File: src/rtl/wb_select_pipe_if.sv
// Bus bundle for the write-back select stage: issue fields, ALU result,
// hazard query inputs and the register-file write port.
interface wb_select_pipe_if #(
   parameter int DATA_W    = 32,
   parameter int IMM_W     = 20,
   parameter int RF_ADDR_W = 5,
   parameter int CNT_W     = 16
);
   logic                 stall;
   logic                 in_valid;
   logic [6:0]           OPCODE;
   logic [IMM_W-1:0]     INP;
   logic [RF_ADDR_W-1:0] RD_ADDR;
   logic [DATA_W-1:0]    ALU_OUT;
   logic [RF_ADDR_W-1:0] rs1_addr;
   logic [RF_ADDR_W-1:0] rs2_addr;

   logic                 wr_en_RF;
   logic [RF_ADDR_W-1:0] wr_addr_RF;
   logic [DATA_W-1:0]    Data_In_RF;
   logic                 hazard;
   logic [CNT_W-1:0]     wb_count;

   modport master (
      output stall, in_valid, OPCODE, INP, RD_ADDR, ALU_OUT, rs1_addr, rs2_addr,
      input  wr_en_RF, wr_addr_RF, Data_In_RF, hazard, wb_count
   );

   modport slave (
      input  stall, in_valid, OPCODE, INP, RD_ADDR, ALU_OUT, rs1_addr, rs2_addr,
      output wr_en_RF, wr_addr_RF, Data_In_RF, hazard, wb_count
   );
endinterface

File: src/rtl/wb_select_pipe.sv
// Write-back select stage: aligns issued instructions over LAT stages, picks
// the register-file write data, flags RAW hazards and counts committed writes.
module wb_select_pipe #(
   parameter int DATA_W    = 32,
   parameter int IMM_W     = 20,
   parameter int RF_ADDR_W = 5,
   parameter int LAT       = 2,
   parameter int SIGN_EXT  = 0,
   parameter int CNT_W     = 16
) (
   input  logic            clk,
   input  logic            rst_n,
   wb_select_pipe_if.slave bus
);

   localparam logic [6:0] OP_LI  = 7'b1111111;
   localparam logic [6:0] OP_ALU = 7'b0110011;
   localparam logic [6:0] OP_NOP = 7'b0000000;

   typedef struct packed {
      logic                 valid;
      logic [6:0]           opcode;
      logic [IMM_W-1:0]     imm;
      logic [RF_ADDR_W-1:0] rd;
   } stage_t;

   stage_t              stage_q [LAT];
   stage_t              stage_d [LAT];
   logic [DATA_W-1:0]   hold_q;
   logic [DATA_W-1:0]   hold_d;
   logic [CNT_W-1:0]    count_q;
   logic [CNT_W-1:0]    count_d;

   stage_t              fin;
   logic [DATA_W-1:0]   imm_ext;
   logic [DATA_W-1:0]   sel_data;
   logic                do_write;
   logic                wr_en;
   logic                hazard_c;

   // NOTE: every variable assigned in an always_comb gets a default first so
   // no path leaves it unassigned, which would infer a latch.
   always_comb begin
      stage_d[0] = '{valid:  bus.in_valid,
                     opcode: bus.OPCODE,
                     imm:    bus.INP,
                     rd:     bus.RD_ADDR};
      for (int k = 1; k < LAT; k++) begin
         stage_d[k] = stage_q[k-1];
      end
   end

   assign fin = stage_q[LAT-1];

   always_comb begin
      imm_ext = DATA_W'(fin.imm);
      if (SIGN_EXT != 0) begin
         imm_ext = DATA_W'($signed(fin.imm));
      end
   end

   // An invalid final stage decodes exactly like NO_OPERATION.
   always_comb begin
      sel_data = hold_q;
      do_write = 1'b0;
      if (fin.valid) begin
         case (fin.opcode)
            OP_LI: begin
               sel_data = imm_ext;
               do_write = 1'b1;
            end
            OP_ALU: begin
               sel_data = bus.ALU_OUT;
               do_write = 1'b1;
            end
            OP_NOP: begin
               sel_data = hold_q;
            end
            default: begin
               sel_data = bus.ALU_OUT;
            end
         endcase
      end
   end

   // Gating with stall keeps a frozen final stage from writing twice.
   assign wr_en = do_write && !bus.stall && (fin.rd != '0);

   always_comb begin
      hazard_c = 1'b0;
      for (int k = 0; k < LAT; k++) begin
         if (stage_q[k].valid &&
             (stage_q[k].opcode == OP_LI || stage_q[k].opcode == OP_ALU) &&
             (stage_q[k].rd != '0) &&
             (stage_q[k].rd == bus.rs1_addr || stage_q[k].rd == bus.rs2_addr)) begin
            hazard_c = 1'b1;
         end
      end
   end

   always_comb begin
      hold_d  = hold_q;
      count_d = count_q;
      if (wr_en) begin
         hold_d = sel_data;
         if (count_q != '1) begin
            count_d = count_q + CNT_W'(1);
         end
      end
   end

   // NOTE: sequential state is written with non-blocking assignments so every
   // register samples the pre-edge value of its neighbours.
   // NOTE: the stage array is only LAT entries of flops, not a RAM, and its
   // valid bits must clear on reset, so each entry is reset.
   always_ff @(posedge clk or negedge rst_n) begin
      if (!rst_n) begin
         for (int k = 0; k < LAT; k++) begin
            stage_q[k] <= '0;
         end
         hold_q  <= '0;
         count_q <= '0;
      end else if (!bus.stall) begin
         for (int k = 0; k < LAT; k++) begin
            stage_q[k] <= stage_d[k];
         end
         hold_q  <= hold_d;
         count_q <= count_d;
      end
   end

   assign bus.wr_en_RF   = wr_en;
   assign bus.wr_addr_RF = fin.rd;
   assign bus.Data_In_RF = sel_data;
   assign bus.hazard     = hazard_c;
   assign bus.wb_count   = count_q;

endmodule

File: src/flat_wrapper.sv
// flat-port wrapper written by rule: the top's interface ports become plain ports
module wb_select_pipe_flat 
#(
   parameter int DATA_W    = 32,
   parameter int IMM_W     = 20,
   parameter int RF_ADDR_W = 5,
   parameter int LAT       = 2,
   parameter int SIGN_EXT  = 0,
   parameter int CNT_W     = 16
)
  (clk, rst_n, bus_stall, bus_in_valid, bus_OPCODE, bus_INP, bus_RD_ADDR, bus_ALU_OUT, bus_rs1_addr, bus_rs2_addr, bus_wr_en_RF, bus_wr_addr_RF, bus_Data_In_RF, bus_hazard, bus_wb_count);
  wb_select_pipe_if #(.DATA_W(DATA_W), .IMM_W(IMM_W), .RF_ADDR_W(RF_ADDR_W), .CNT_W(CNT_W)) bus_i ();
  input  logic clk;
  input  logic rst_n;
  input wire logic [$bits(bus_i.stall)-1:0] bus_stall;
  input wire logic [$bits(bus_i.in_valid)-1:0] bus_in_valid;
  input wire logic [$bits(bus_i.OPCODE)-1:0] bus_OPCODE;
  input wire logic [$bits(bus_i.INP)-1:0] bus_INP;
  input wire logic [$bits(bus_i.RD_ADDR)-1:0] bus_RD_ADDR;
  input wire logic [$bits(bus_i.ALU_OUT)-1:0] bus_ALU_OUT;
  input wire logic [$bits(bus_i.rs1_addr)-1:0] bus_rs1_addr;
  input wire logic [$bits(bus_i.rs2_addr)-1:0] bus_rs2_addr;
  output wire logic [$bits(bus_i.wr_en_RF)-1:0] bus_wr_en_RF;
  output wire logic [$bits(bus_i.wr_addr_RF)-1:0] bus_wr_addr_RF;
  output wire logic [$bits(bus_i.Data_In_RF)-1:0] bus_Data_In_RF;
  output wire logic [$bits(bus_i.hazard)-1:0] bus_hazard;
  output wire logic [$bits(bus_i.wb_count)-1:0] bus_wb_count;
  assign bus_i.stall = bus_stall;
  assign bus_i.in_valid = bus_in_valid;
  assign bus_i.OPCODE = bus_OPCODE;
  assign bus_i.INP = bus_INP;
  assign bus_i.RD_ADDR = bus_RD_ADDR;
  assign bus_i.ALU_OUT = bus_ALU_OUT;
  assign bus_i.rs1_addr = bus_rs1_addr;
  assign bus_i.rs2_addr = bus_rs2_addr;
  assign bus_wr_en_RF = bus_i.wr_en_RF;
  assign bus_wr_addr_RF = bus_i.wr_addr_RF;
  assign bus_Data_In_RF = bus_i.Data_In_RF;
  assign bus_hazard = bus_i.hazard;
  assign bus_wb_count = bus_i.wb_count;
  wb_select_pipe #(.DATA_W(DATA_W), .IMM_W(IMM_W), .RF_ADDR_W(RF_ADDR_W), .LAT(LAT), .SIGN_EXT(SIGN_EXT), .CNT_W(CNT_W)) u_core (.clk(clk), .rst_n(rst_n), .bus(bus_i));
endmodule
File: config.mk
export PLATFORM = sky130hd
export DESIGN_NAME = wb_select_pipe_flat
export DESIGN_NICKNAME = d
export VERILOG_FILES = /design/src/rtl/wb_select_pipe_if.sv /design/src/rtl/wb_select_pipe.sv /design/src/flat_wrapper.sv
export SDC_FILE = /design/constraint.sdc
export NUM_CORES = 1
export LEC_CHECK = 0
export ABC_AREA = 0
export CAP_MARGIN = 25
export CELL_PAD_IN_SITES_DETAIL_PLACEMENT = 0
export CELL_PAD_IN_SITES_GLOBAL_PLACEMENT = 1
export CORE_MARGIN = 3
export CORE_UTILIZATION = 34
export DETAILED_ROUTE_END_ITERATION = 10
export PLACE_DENSITY = 0.75
export SKIP_CTS_REPAIR_TIMING = 1
export SYNTH_ARGS = -nofsm -noshare
export SYNTH_HDL_FRONTEND = slang
export SYNTH_SLANG_ARGS = --single-unit
File: constraint.sdc
create_clock -name clk -period 2.2 [get_ports clk]
set_clock_uncertainty 0.05 [all_clocks]
set_input_delay 0.33 -clock clk [delete_from_list [all_inputs] [get_ports clk]]
set_output_delay 0.33 -clock clk [all_outputs]
set_load 0.02 [all_outputs]
After elaboration in Yosys (flattened, before gate mapping)
Index checks and enable logic that the tools add are counted.
{ "totals": {"register_bits": 114, "in_bits": 78, "output_inout_bits": 55, "word_cells": 46} }
{ "op_classes": {"addsub": 1, "n_eq_ne": 9, "mux": 6, "bitwise": 1, "n_reduce_logical": 19} }
{ "ops": {"columns": ["op", "count"], "rows": [
  ["one-hot mux 32 bit (2 select lines)", 1],
  ["two-way mux 32 bit", 1],
  ["== test 5 bit", 4],
  ["adder 16 x 1 -> 16 bit, second input constant", 1],
  ["!= test 16 bit, second input constant", 1],
  ["== test 7 x 6 -> 1 bit, second input constant", 2],
  ["== test 7 bit, second input constant", 2],
  ["nonzero test 5 bit", 2],
  ["logical AND 1 bit", 8],
  ["zero test 7 bit", 1],
  ["logical OR 1 bit", 4],
  ["two-way mux 1 bit", 4],
  ["AND reduction 3 bit", 1],
  ["AND reduction 2 bit", 1],
  ["OR reduction 2 bit", 1],
  ["zero test 1 bit", 1],
  ["NOT 1 bit", 1]
]} }

Logic depth before layout (Yosys ltp)
Gate-level depths: netlist of run 1.
{ "logic_depth": {"word_depth": 7, "depth_mapped": 8, "ltp_nobuf": 6} }

Least setup slack after synthesis of run 1
Ideal clock, no wire load.
{ "synth_timing": {"path_type": "register -> output", "start": "register u_core.stage_q, in the netlist u_core.fin[25]", "end": "output port bus_Data_In_RF[22]", "arrival_time_ns": 1.812, "required_ns": 1.820, "slack_ns": 0.008, "path_stages_with_launch": 6, "path_buffers": 1, "cell_sequence": "dfrtp_1 or4_1 o21ai_1 clkbuf_1 nand2_1 o21ai_0"} }
{ "synth_between": {"elab_chain_len": 3, "word_cells_on_any_way": 4, "cone_classes": "1 x eq/ne; 2 x mux; 1 x reduce/logical"} }
{ "synth_rtl": {"columns": ["item", "line", "text"], "rows": [
  ["start: declaration", "wb_select_pipe.sv:27", "stage_t stage_q [LAT];"],
  ["start signal: indexed assignment", "wb_select_pipe.sv:125", "stage_q[k] <= stage_d[k];"],
  ["== test 7 bit or zero test 7 bit (tied branches)", "wb_select_pipe.sv:67", "case (fin.opcode)"],
  ["one-hot mux 32 bit (2 select lines) (*)", "wb_select_pipe.sv:67", null],
  ["two-way mux 32 bit (*)", "wb_select_pipe.sv:66", "if (fin.valid) begin"],
  ["end: declaration", "flat_wrapper.sv:25", "output wire logic [$bits(bus_i.Data_In_RF)-1:0] bus_Data_In_RF;"]
]} }
Mark *: on every way between the ends. The rest lies on a longest branch, timed or not.

Worst setup path after layout of run 1
{ "layout_timing": {"start": "register u_core.stage_q, in the netlist u_core.fin[25]", "end": "output port bus_Data_In_RF[12]"} }
Same word-level chain as after synthesis.

==> results of run 1 <==
sequential cells by signal, indices dropped and copies added (netlist names):
signal,count
u_core.bus.wb_count,16
u_core.bus.wr_addr_RF,5
u_core.fin,28
u_core.hold_q,32
u_core.stage_d,33
final timing paths:
check                                         startpoint                             to  slack (ns)  depth (start not counted)
max                           u_core.fin[25]$_DFFE_PN0N_             bus_Data_In_RF[12]       -0.35                          8
min                                                rst_n  u_core.hold_q[21]$_DFFE_PN0P_       -0.07                          2
max reg2reg                   u_core.fin[31]$_DFFE_PN0N_   u_core.hold_q[1]$_DFFE_PN0P_       -0.17                         12
min reg2reg                u_core.hold_q[26]$_DFFE_PN0P_  u_core.hold_q[26]$_DFFE_PN0P_        0.43                          2
max in group asynchronous                          rst_n     u_core.fin[22]$_DFFE_PN0N_        1.67                          2
min in group clk           u_core.hold_q[26]$_DFFE_PN0P_  u_core.hold_q[26]$_DFFE_PN0P_        0.43                          2
through the flow:
stage	area, sq um	setup TNS [ns]	hold slack [ns]	setup WS, ns	cells
2_1_floorplan	5304	0	-0.01559	0.007534	495
3_3_place_gp	7277	-16.27	0.4135	-0.5655	876
3_5_place_dp	7277	-17.84	0.4211	-0.6334	876
4_1_cts	7920	-33.97	-0.01686	-1.100	908
5_1_grt	8487	-16.61	-0.009920	-0.4439	931
6_report	8487	-11.36	-0.07078	-0.3497	931
power by group:
part / total [W] / switching, W / leakage [nW] / internal (W)
Sequential: 0.00263 / 0.000206 / 1.38 / 0.00242
Combinational: 0.00168 / 0.000796 / 2.00 / 0.000887
Clock: 0.00298 / 0.000926 / 0.317 / 0.00206
cells by family after synthesis:
family | share of synthesized area
AO/OA/AOI/OAI | 0.05568
buffers and inverters | 0.03138
multiplexers | 0.1486
adder cells (fa/ha/maj) | 0.002359
XOR/XNOR | 0.05284
AND/OR/NAND/NOR | 0.1713
flip-flops | 0.5379
layout by cell type (no fill, tap or decap), types with 2 or more instances in the layout:
cell	synthesis	final
a31oi_1	21	16
a31oi_4	0	5
and4_1	5	5
buf_12	0	4
buf_2	6	12
buf_4	5	71
buf_6	2	23
buf_8	0	7
bufinv_16	0	5
clkbuf_1	15	2
clkbuf_16	0	21
clkbuf_2	0	4
clkbuf_8	0	2
clkdlybuf4s50_1	0	96
clkinv_2	0	5
dfrtp_1	114	114
mux2_2	69	66
mux2_4	0	4
nand2_1	103	93
nand2_2	0	10
nand3_1	33	26
nand3_2	0	7
nand4_1	6	6
nor2_1	25	18
nor2_2	0	5
nor2_4	0	2
nor2b_4	0	3
nor3_1	5	4
nor3_4	0	4
nor4_4	0	2
o21ai_0	22	15
o21ai_1	4	9
or3_4	0	2
or4_1	3	2
xnor2_1	15	15
xor2_1	17	17
metal layers:
layer | track usage | vias to the layer above | routed length [microns]
li1 | - | 2145 | -
met5 | 0 | - | 0
met4 | 0.05324 | 0 | 181
met3 | 0.04634 | 16 | 851
met2 | 0.2570 | 141 | 6791
met1 | 0.2209 | 2222 | 6602
area by class of cell:
cell class,count,area [sq um],share of cell area
Multi-Input combinational cell,351,2589,0.3050
Inverter,2,20.02,0.002359
Clock inverter,11,182.7,0.02152
Timing Repair Buffer,221,2118,0.2496
Clock buffer,21,460.4,0.05425
Tap cell,211,264.0,0.03111
Sequential cell,114,2853,0.3361
==> reports/qor.yml, run 1 <==
flow_run:
  maxCapViolCount: 0
clocking:
  tritoncts: "built"
  ctsLongestPathBuffers: 2
  clkLatencyLatePin_ns: 0.41
  clkSlewWorstSetupHoldPaths_ns: 0.05
  cts_buffers: 17
  clock_sink_count: 114
  root_buffer: "clkbuf_16"
  htreeDepth: 4
critical_path:
  cp.arrival_ns: 2.17
  endpoint_kind: "output pin"
  critPathMostFrequentCell: "buf_6"
  cp_num_buf_inv: 3
  cp_max_fo: 5
  cp.required_ns: 1.82
  critPathKind: "reg -> out"
  worst_path_max_delay_cell: "or4_4"
  path_cells: "or4_4, o21ai_4, buf_6, buf_6, nor2b_4, nand2_1, nand3_1, buf_2"
  start_kind: "register"
  path_delay_family: "simple AND/OR/NAND/NOR gates"
  max_stage_delay_ns: 0.55
outcome:
  violations: "negative hold slack, negative setup slack"
  status: "finished with violations"
synthesis:
  synth_edf_count: 0
  ys.flop_type: "dfrtp_1"
  synthArstFlopShare: 1.000
  synth_top_cells_by_count: "114 x dfrtp_1, 103 x nand2_1, 69 x mux2_2"
  yosysTopAreaCellShare: 0.5379
  synthTopCellsByArea: "dfrtp_1 54%, mux2_2 15%, nand2_1 7.3%"
  synth_top_area_cell: "dfrtp_1"
  synth-seq-cells: 114
  yosysMostFrequentCell: "dfrtp_1"
  postSynthCellCount: 495
  syn-num-nets: 574
  synthesis.area_sq_mm: 0.005304
  synth-seq-area-share: 0.5379
  synth.avg_cell_area_sq_um: 10.71
  ys_warn_count: 0
  ys_types: 37
detailed_routing:
  via_count: 4524
  drtPass1Iterations: 4
  detail_route.vias_per_cell: 4.859
  drt_iter0_drc: 283
  wire_per_inst_microns: 15.50
  drc: 0
  postRouteAntennaNets: 0
  wl_mm: 14.43
timing:
  worstMarginPinSlew_ns: 0.8398
  rsz0062_at_grt: "yes"
  fin_crit_sh: 1.159
  fmax_mhz: 392.2
  hold_viol: 60
  setup_viol: 58
  drv_slew: 0
  setup_ws_ns: -0.3497
  holdWs_ns: -0.07078
  period_needed_ns: 2.550
  maxSlewHeadroom: 0.4401
worst_hold_path:
  min_path_type: "in -> async"
finish:
  area_delta_synth_final_pct: 60.01
  n_antenna_cell: 0
  drive_gt1_frac: 0.3792
  fin_nets: 786
  finalCoreUtilization: 0.5562
  n_fill_cell: 1317
placement:
  placement.io_buffers: 132
  finalWeightedCongestion: 0.8043
  dpl.hpwl_mm: 9.469
grt:
  grt_antenna_before_repair: 0
  grt_max_degree: 115
  grt.total_usage: 0.1641
  first_global_vias: 4406
  grt_pass1_wl_mm: 21.82
  grt_overflow: 0
power_and_ir_drop:
  powerDensity_mw_per_mm2: 859.5
  power_w: 0.007295
  ir_worst_vdd_mv: 0.5218
  leakage_nw: 3.696
floorplanning:
  coreArea_sq_mm: 0.01526
  die-width_microns: 130.9
  initial_core_util: 0.3476
  rows: 45
  die_area_sq_mm: 0.01713
  die_y_microns: 130.9
  io_pins: 133
(Power assumes the default switching activity.)
==> inputs of run 2 (changes only) <==
--- a/config.mk
+++ b/config.mk
@@ -10,9 +10,9 @@
 export CELL_PAD_IN_SITES_DETAIL_PLACEMENT = 0
 export CELL_PAD_IN_SITES_GLOBAL_PLACEMENT = 1
 export CORE_MARGIN = 3
-export CORE_UTILIZATION = 34
+export CORE_UTILIZATION = 38
 export DETAILED_ROUTE_END_ITERATION = 10
-export PLACE_DENSITY = 0.75
+export PLACE_DENSITY = 0.79
 export SKIP_CTS_REPAIR_TIMING = 1
 export SYNTH_ARGS = -nofsm -noshare
 export SYNTH_HDL_FRONTEND = slang
==> constraint.sdc (replaced) <==
create_clock -name clk -period 2.6 [get_ports clk]
set_clock_uncertainty 0.05 [all_clocks]
set_input_delay 0.39 -clock clk [delete_from_list [all_inputs] [get_ports clk]]
set_output_delay 0.39 -clock clk [all_outputs]
set_load 0.02 [all_outputs]
==> run 2 against run 1 <==
The flow finishes with violations (negative setup slack). Worst setup slack gained 0.28 ns. Register-to-register slack gained 0.27 ns. Sequential power shrank 15%. Clock power shrank 15%. Via count shrank 5.7%. Clock-buffer cell count grew 3. Critical path depth shrank 1. Largest power group unchanged.
==> reports/qor.yml, run 2 (synthesized netlist as in run 1, its figures left out) <==
finish:
  final_cells: 848  # -8.9%
  fin_nets: 738  # -6.1%
  finalCoreUtilization: 0.5923  # +0.03605
  n_fill_cell: 1190  # -9.6%
  largest_register_ffs: 33  # unchanged
  final_common_cell: "dfrtp_1"
  n_antenna_cell: 0  # unchanged
  multiInputGateArea_sq_mm: 0.002522  # -2.6%
  seq_area_sq_mm: 0.002853  # unchanged
  layout_common_cells: "114 x dfrtp_1, 96 x clkdlybuf4s50_1, 90 x nand2_1"
  area_delta_synth_final_pct: 50.22
  drive_gt1_frac: 0.3333  # -0.04583
power_and_ir_drop:
  internal_power_w: 0.004544  # -15%
  seqPwrFrac: 0.362  # +0.002
  p_sw_w: 0.001613  # -16%
  ir_worst_vdd_mv: 0.4453  # -15%
  pwr-share-comb: 0.228  # -0.003
  leakage_nw: 3.494  # -5.5%
  pwr-share-clk: 0.410  # about the same
  sw_frac_of_total: 0.2619  # -0.002483
  powerDensity_mw_per_mm2: 772.7  # -10%
worst_hold_path:
  min_path_type: "reg -> reg"
  hold_depth: 2
critical_path:
  cp_max_fo: 8  # +3
  endpoint_kind: "output pin"
  cp.arrival_ns: 2.23  # +0.06 ns
  cp.required_ns: 2.16  # +0.34 ns
  critPathKind: "reg -> out"
  worst_r2r_path_depth: 6  # -6
  start_kind: "register"
timing:
  period_needed_ns: 2.666
  hold_viol: 0  # -100%
  worstMarginPinSlew_ns: 0.8187  # -0.02112 ns
  fmax_mhz: 375.1
  setup_viol: 15  # -74%
  rsz0062_at_grt: "yes"
  fin_crit_sh: 1.025
  maxSlewHeadroom: 0.4542  # +0.01408
  drv_slew: 0  # unchanged
  setup_ws_ns: -0.06578  # +0.2839 ns
grt:
  grt_max_degree: 67  # -42%
  grt_antenna_before_repair: 0  # unchanged
  grt_overflow: 0  # unchanged
  grt.total_usage: 0.1777  # +0.01362
  grt_pass1_wl_mm: 21.23  # -2.7%
  first_global_vias: 4270  # -3.1%
detailed_routing:
  wl_mm: 13.33  # -7.6%
  via_count: 4268  # -5.7%
  detail_route.vias_per_cell: 5.033  # +3.6%
  postRouteAntennaNets: 0  # unchanged
  drt_iter0_drc: 287  # +1.4%
  wire_per_inst_microns: 15.72  # +1.4%
  drtPass1Iterations: 4  # unchanged
  drc: 0  # unchanged
clocking:
  ctsLongestPathBuffers: 2  # unchanged
  clock_sink_count: 114  # unchanged
  cts_buffers: 17  # unchanged
  root_buffer: "clkbuf_16"
  clkLatencyLatePin_ns: 0.40  # about the same
  clkSlewWorstSetupHoldPaths_ns: 0.05  # about the same
  htreeDepth: 4  # unchanged
  tritoncts: "built"
floorplanning:
  die_y_microns: 124.1  # -5.2%
  io_pins: 133  # unchanged
  die_area_sq_mm: 0.01541  # -10%
  initial_core_util: 0.3943  # +0.04665
  coreArea_sq_mm: 0.01345  # -12%
  die-width_microns: 124.1  # -5.2%
  rows: 42  # -6.7%
outcome:
  status: "finished with violations"
  violations: "negative setup slack"
placement:
  placement.io_buffers: 132  # unchanged
  dp.cells: 809  # -7.6%
  dpl.hpwl_mm: 9.141  # -3.5%
  finalWeightedCongestion: 0.7997  # -0.57%
flow_run:
  maxCapViolCount: 0  # unchanged
## run 2: worst max-delay path: stages (launching register included)
cell	delay, ns
dfrtp_1	0.39
or4_4	0.56
o21ai_4	0.25
nor2b_4	0.11
clkbuf_16	0.19
nand2_1	0.09
nand3_1	0.07
buf_2	0.16
## run 2: power groups by stage
stage	sequential, W	combinational (W)	clock [W]
CTS	0.00222	0.00127	0.00257
detailed placement	0.00225	0.00126	0
global placement	0.00224	0.00124	0
global route	0.00226	0.00153	0.00266
floorplan	0.00222	0.000680	0
finish	0.00223	0.00141	0.00252
## run 2: through the flow
stage	setup TNS (ns)	hold WS (ns)	power, W	area, sq um	setup slack [ns]
floorplan	0	0.04441	0.002905	5304	0.3475
global placement	-5.840	0.3648	0.003472	7008	-0.2260
detailed placement	-7.688	0.3622	0.003511	7008	-0.3184
CTS	-22.74	-0.07309	0.006066	7666	-0.7673
global route	-2.901	0.4524	0.006458	7968	-0.1523
finish	-0.4898	0.4256	0.006157	7968	-0.06578
## run 2: layout make-up
type | count | area share
inverters | 2 | 0.001570
flip-flops and latches | 114 | 0.3580
clock inverters | 8 | 0.01837
multi-input cells | 349 | 0.3166
well taps | 176 | 0.02764
repair buffers | 175 | 0.2136
clock buffers | 24 | 0.06423
## run 2: layer usage
metal	part of all wire	GRT usage
met5	0	0
met2	0.47	0.2770
met1	0.45	0.2343
met3	0.068	0.05677
met4	0.011	0.06160
## run 2: path summary, 6_finish.rpt
check	startpoint	slack (ns)	endpoint
max in group asynchronous	rst_n	1.32	u_core.stage_d[4]$_DFFE_PN0N_
min in group asynchronous	rst_n	0.46	u_core.hold_q[21]$_DFFE_PN0P_
max	u_core.fin[25]$_DFFE_PN0N_	-0.07	bus_Data_In_RF[9]
max reg2reg	u_core.fin[27]$_DFFE_PN0N_	0.10	u_core.bus.wb_count[14]$_DFFE_PN0P_
min	u_core.hold_q[23]$_DFFE_PN0P_	0.43	u_core.hold_q[23]$_DFFE_PN0P_
min reg2reg	u_core.hold_q[23]$_DFFE_PN0P_	0.43	u_core.hold_q[23]$_DFFE_PN0P_
==> inputs of run 3 (changes only) <==
==> constraint.sdc (replaced) <==
create_clock -name clk -period 2.6 [get_ports clk]
set_clock_uncertainty 0.05 [all_clocks]
set_input_delay 0.78 -clock clk [delete_from_list [all_inputs] [get_ports clk]]
set_output_delay 0.78 -clock clk [all_outputs]
set_load 0.02 [all_outputs]
==> run 3 against run 2 <==
The flow still finishes with violations (negative setup slack). Worst hold slack worse by 0.021 ns. Clock-buffer cell count shrank 5. First-iteration DRC count fell by 16%. Core utilization is 1.0 points higher. Non-clock buffer count is 18 higher. Largest cell class unchanged. Sequential share of layout area down 0.59 points. Routed wire length increased by 2.2%. Combinational power about the same. Critical path type unchanged. Highest routed layer unchanged.
==> reports/qor.yml, run 3 (synthesized netlist as in run 1, its figures left out) <==
finish:
  drive_gt1_frac: 0.3632  # +0.02991
  n_antenna_cell: 0  # unchanged
  final_cell_area_sq_mm: 0.008105  # +1.7%
  largest_register_ffs: 33  # unchanged
  final_cells: 867  # +2.2%
  area_delta_synth_final_pct: 52.82
  final_common_cell: "dfrtp_1"
  fin_nets: 757  # +2.6%
  layout_common_cells: "113 x dfrtp_1, 92 x nand2_1, 86 x clkdlybuf4s50_1"
detailed_routing:
  via_count: 4330  # +1.5%
  wire_per_inst_microns: 15.71  # about the same
  drt_iter0_drc: 241  # -16%
  wl_mm: 13.62  # +2.2%
  drc: 0  # unchanged
  postRouteAntennaNets: 0  # unchanged
  detail_route.vias_per_cell: 4.994  # -0.77%
  drtPass1Iterations: 5  # +1
placement:
  placed_area_sq_mm: 0.007146  # +2.0%
  placement.io_buffers: 132  # unchanged
  pre_cts_slack_ns: -0.8877  # -0.5692 ns
  finalWeightedCongestion: 0.8901  # +11%
  dp.cells: 829  # +2.5%
  dpl.hpwl_mm: 8.966  # -1.9%
grt:
  first_global_vias: 4328  # +1.4%
  grt.total_usage: 0.1814  # +0.003636
  grt_pass1_wl_mm: 21.36  # +0.58%
  grt_antenna_before_repair: 0  # unchanged
  grt_overflow: 0  # unchanged
  grt_max_degree: 115  # +72%
floorplanning:
  rows: 42  # unchanged
  die_y_microns: 124.1  # unchanged
  io_pins: 133  # unchanged
  coreArea_sq_mm: 0.01345  # unchanged
  die-width_microns: 124.1  # unchanged
  die_area_sq_mm: 0.01541  # unchanged
  initial_core_util: 0.3943  # unchanged
timing:
  hold_viol: 0  # unchanged
  maxSlewHeadroom: 0.4337  # -0.02046
  drv_slew: 0  # unchanged
  rsz0062_at_grt: "yes"
  setup_viol: 34  # +19
  setup_ws_ns: -0.3970  # -0.3313 ns
  fin_crit_sh: 1.153  # +0.1274
  period_needed_ns: 2.997  # +0.3313 ns
  worstMarginPinSlew_ns: 0.8494  # +0.03069 ns
  fmax_mhz: 333.7  # -11%
power_and_ir_drop:
  powerDensity_mw_per_mm2: 764.9  # -1.0%
  ir_worst_vdd_mv: 0.4935  # +11%
  leakage_nw: 3.606  # +3.2%
clocking:
  clkLatencyLatePin_ns: 0.42  # +0.02 ns
  clkSlewWorstSetupHoldPaths_ns: 0.05  # about the same
  tritoncts: "built"
  root_buffer: "clkbuf_16"
  ctsLongestPathBuffers: 2  # unchanged
  cts_buffers: 17  # unchanged
  clock_sink_count: 114  # unchanged
  htreeDepth: 4  # unchanged
critical_path:
  cp_max_fo: 10  # +2
  start_kind: "register"
  endpoint_kind: "output pin"
  cp.arrival_ns: 2.17  # -0.06 ns
  cp.required_ns: 1.77  # -0.39 ns
  critPathKind: "reg -> out"
outcome:
  status: "finished with violations"
  violations: "negative setup slack"
worst_hold_path:
  min_path_type: "in -> async"
flow_run:
  maxCapViolCount: 0  # unchanged
run 3: worst paths after layout:
check	from	end	slack (ns)	depth (start not counted)
min	rst_n	u_core.hold_q[26]$_DFFE_PN0P_	0.40	2
max in group asynchronous	rst_n	u_core.stage_d[0]$_DFFE_PN0N_	1.63	2
min reg2reg	u_core.hold_q[24]$_DFFE_PN0P_	u_core.hold_q[24]$_DFFE_PN0P_	0.43	2
max	u_core.fin[30]$_DFFE_PN0N_	bus_Data_In_RF[2]	-0.40	8
max reg2reg	u_core.fin[31]$_DFFE_PN0N_	u_core.bus.wb_count[1]$_DFFE_PN0P_	0.17	6
min in group clk	u_core.hold_q[24]$_DFFE_PN0P_	u_core.hold_q[24]$_DFFE_PN0P_	0.43	2
run 3: final cells by class:
class                      count  area [sq um]
fill                        1173          5348
sequential                   114          2854
multi-input combinational    350          2499
timing repair buffer         193          1869
clock buffer                  19         442.9
tap                          176         220.2
clock inverter                13         207.7
inverter                       2         12.51
run 3: metal layers:
layer  part of all wire  up-vias  wire (microns)  global-route usage
met5                  0        -               0                   0
met4              0.015        0             204             0.06913
met3              0.073       17             997             0.06312
met2               0.47      117            6426              0.2841
met1               0.44     2109            5996              0.2319
li1                   -     2087               -                   -
run 3: worst max-delay path: stages (launching register included):
cell     delay [ns]
dfrtp_1        0.38
buf_4          0.14
or4_4          0.42
o21ai_4        0.16
buf_12         0.15
nor2b_4        0.10
nand2_1        0.11
nand3_1        0.11
buf_2          0.18
run 3: metrics by stage:
step / util / setup TNS [ns] / hold WS (ns) / power, W
6_report: 0.6025 / -10.76 / 0.4042 / 0.006200
5_1_grt: 0.6025 / -13.52 / 0.4408 / 0.006483
4_1_cts: 0.5795 / -35.82 / 0.4323 / 0.006130
3_5_place_dp: 0.5312 / -20.50 / 0.4202 / 0.003555
3_3_place_gp: 0.5312 / -19.46 / 0.4126 / 0.003513
2_1_floorplan: - / 0 / 0.3992 / 0.002906
run 3: where the power goes:
group          total [W]  internal, W  switching (W)  leakage, nW
clock network    0.00255      0.00172       0.000822        0.306
logic            0.00143     0.000751       0.000678         1.92
registers        0.00222      0.00205       0.000176         1.38
total            0.00620      0.00452        0.00168         3.61
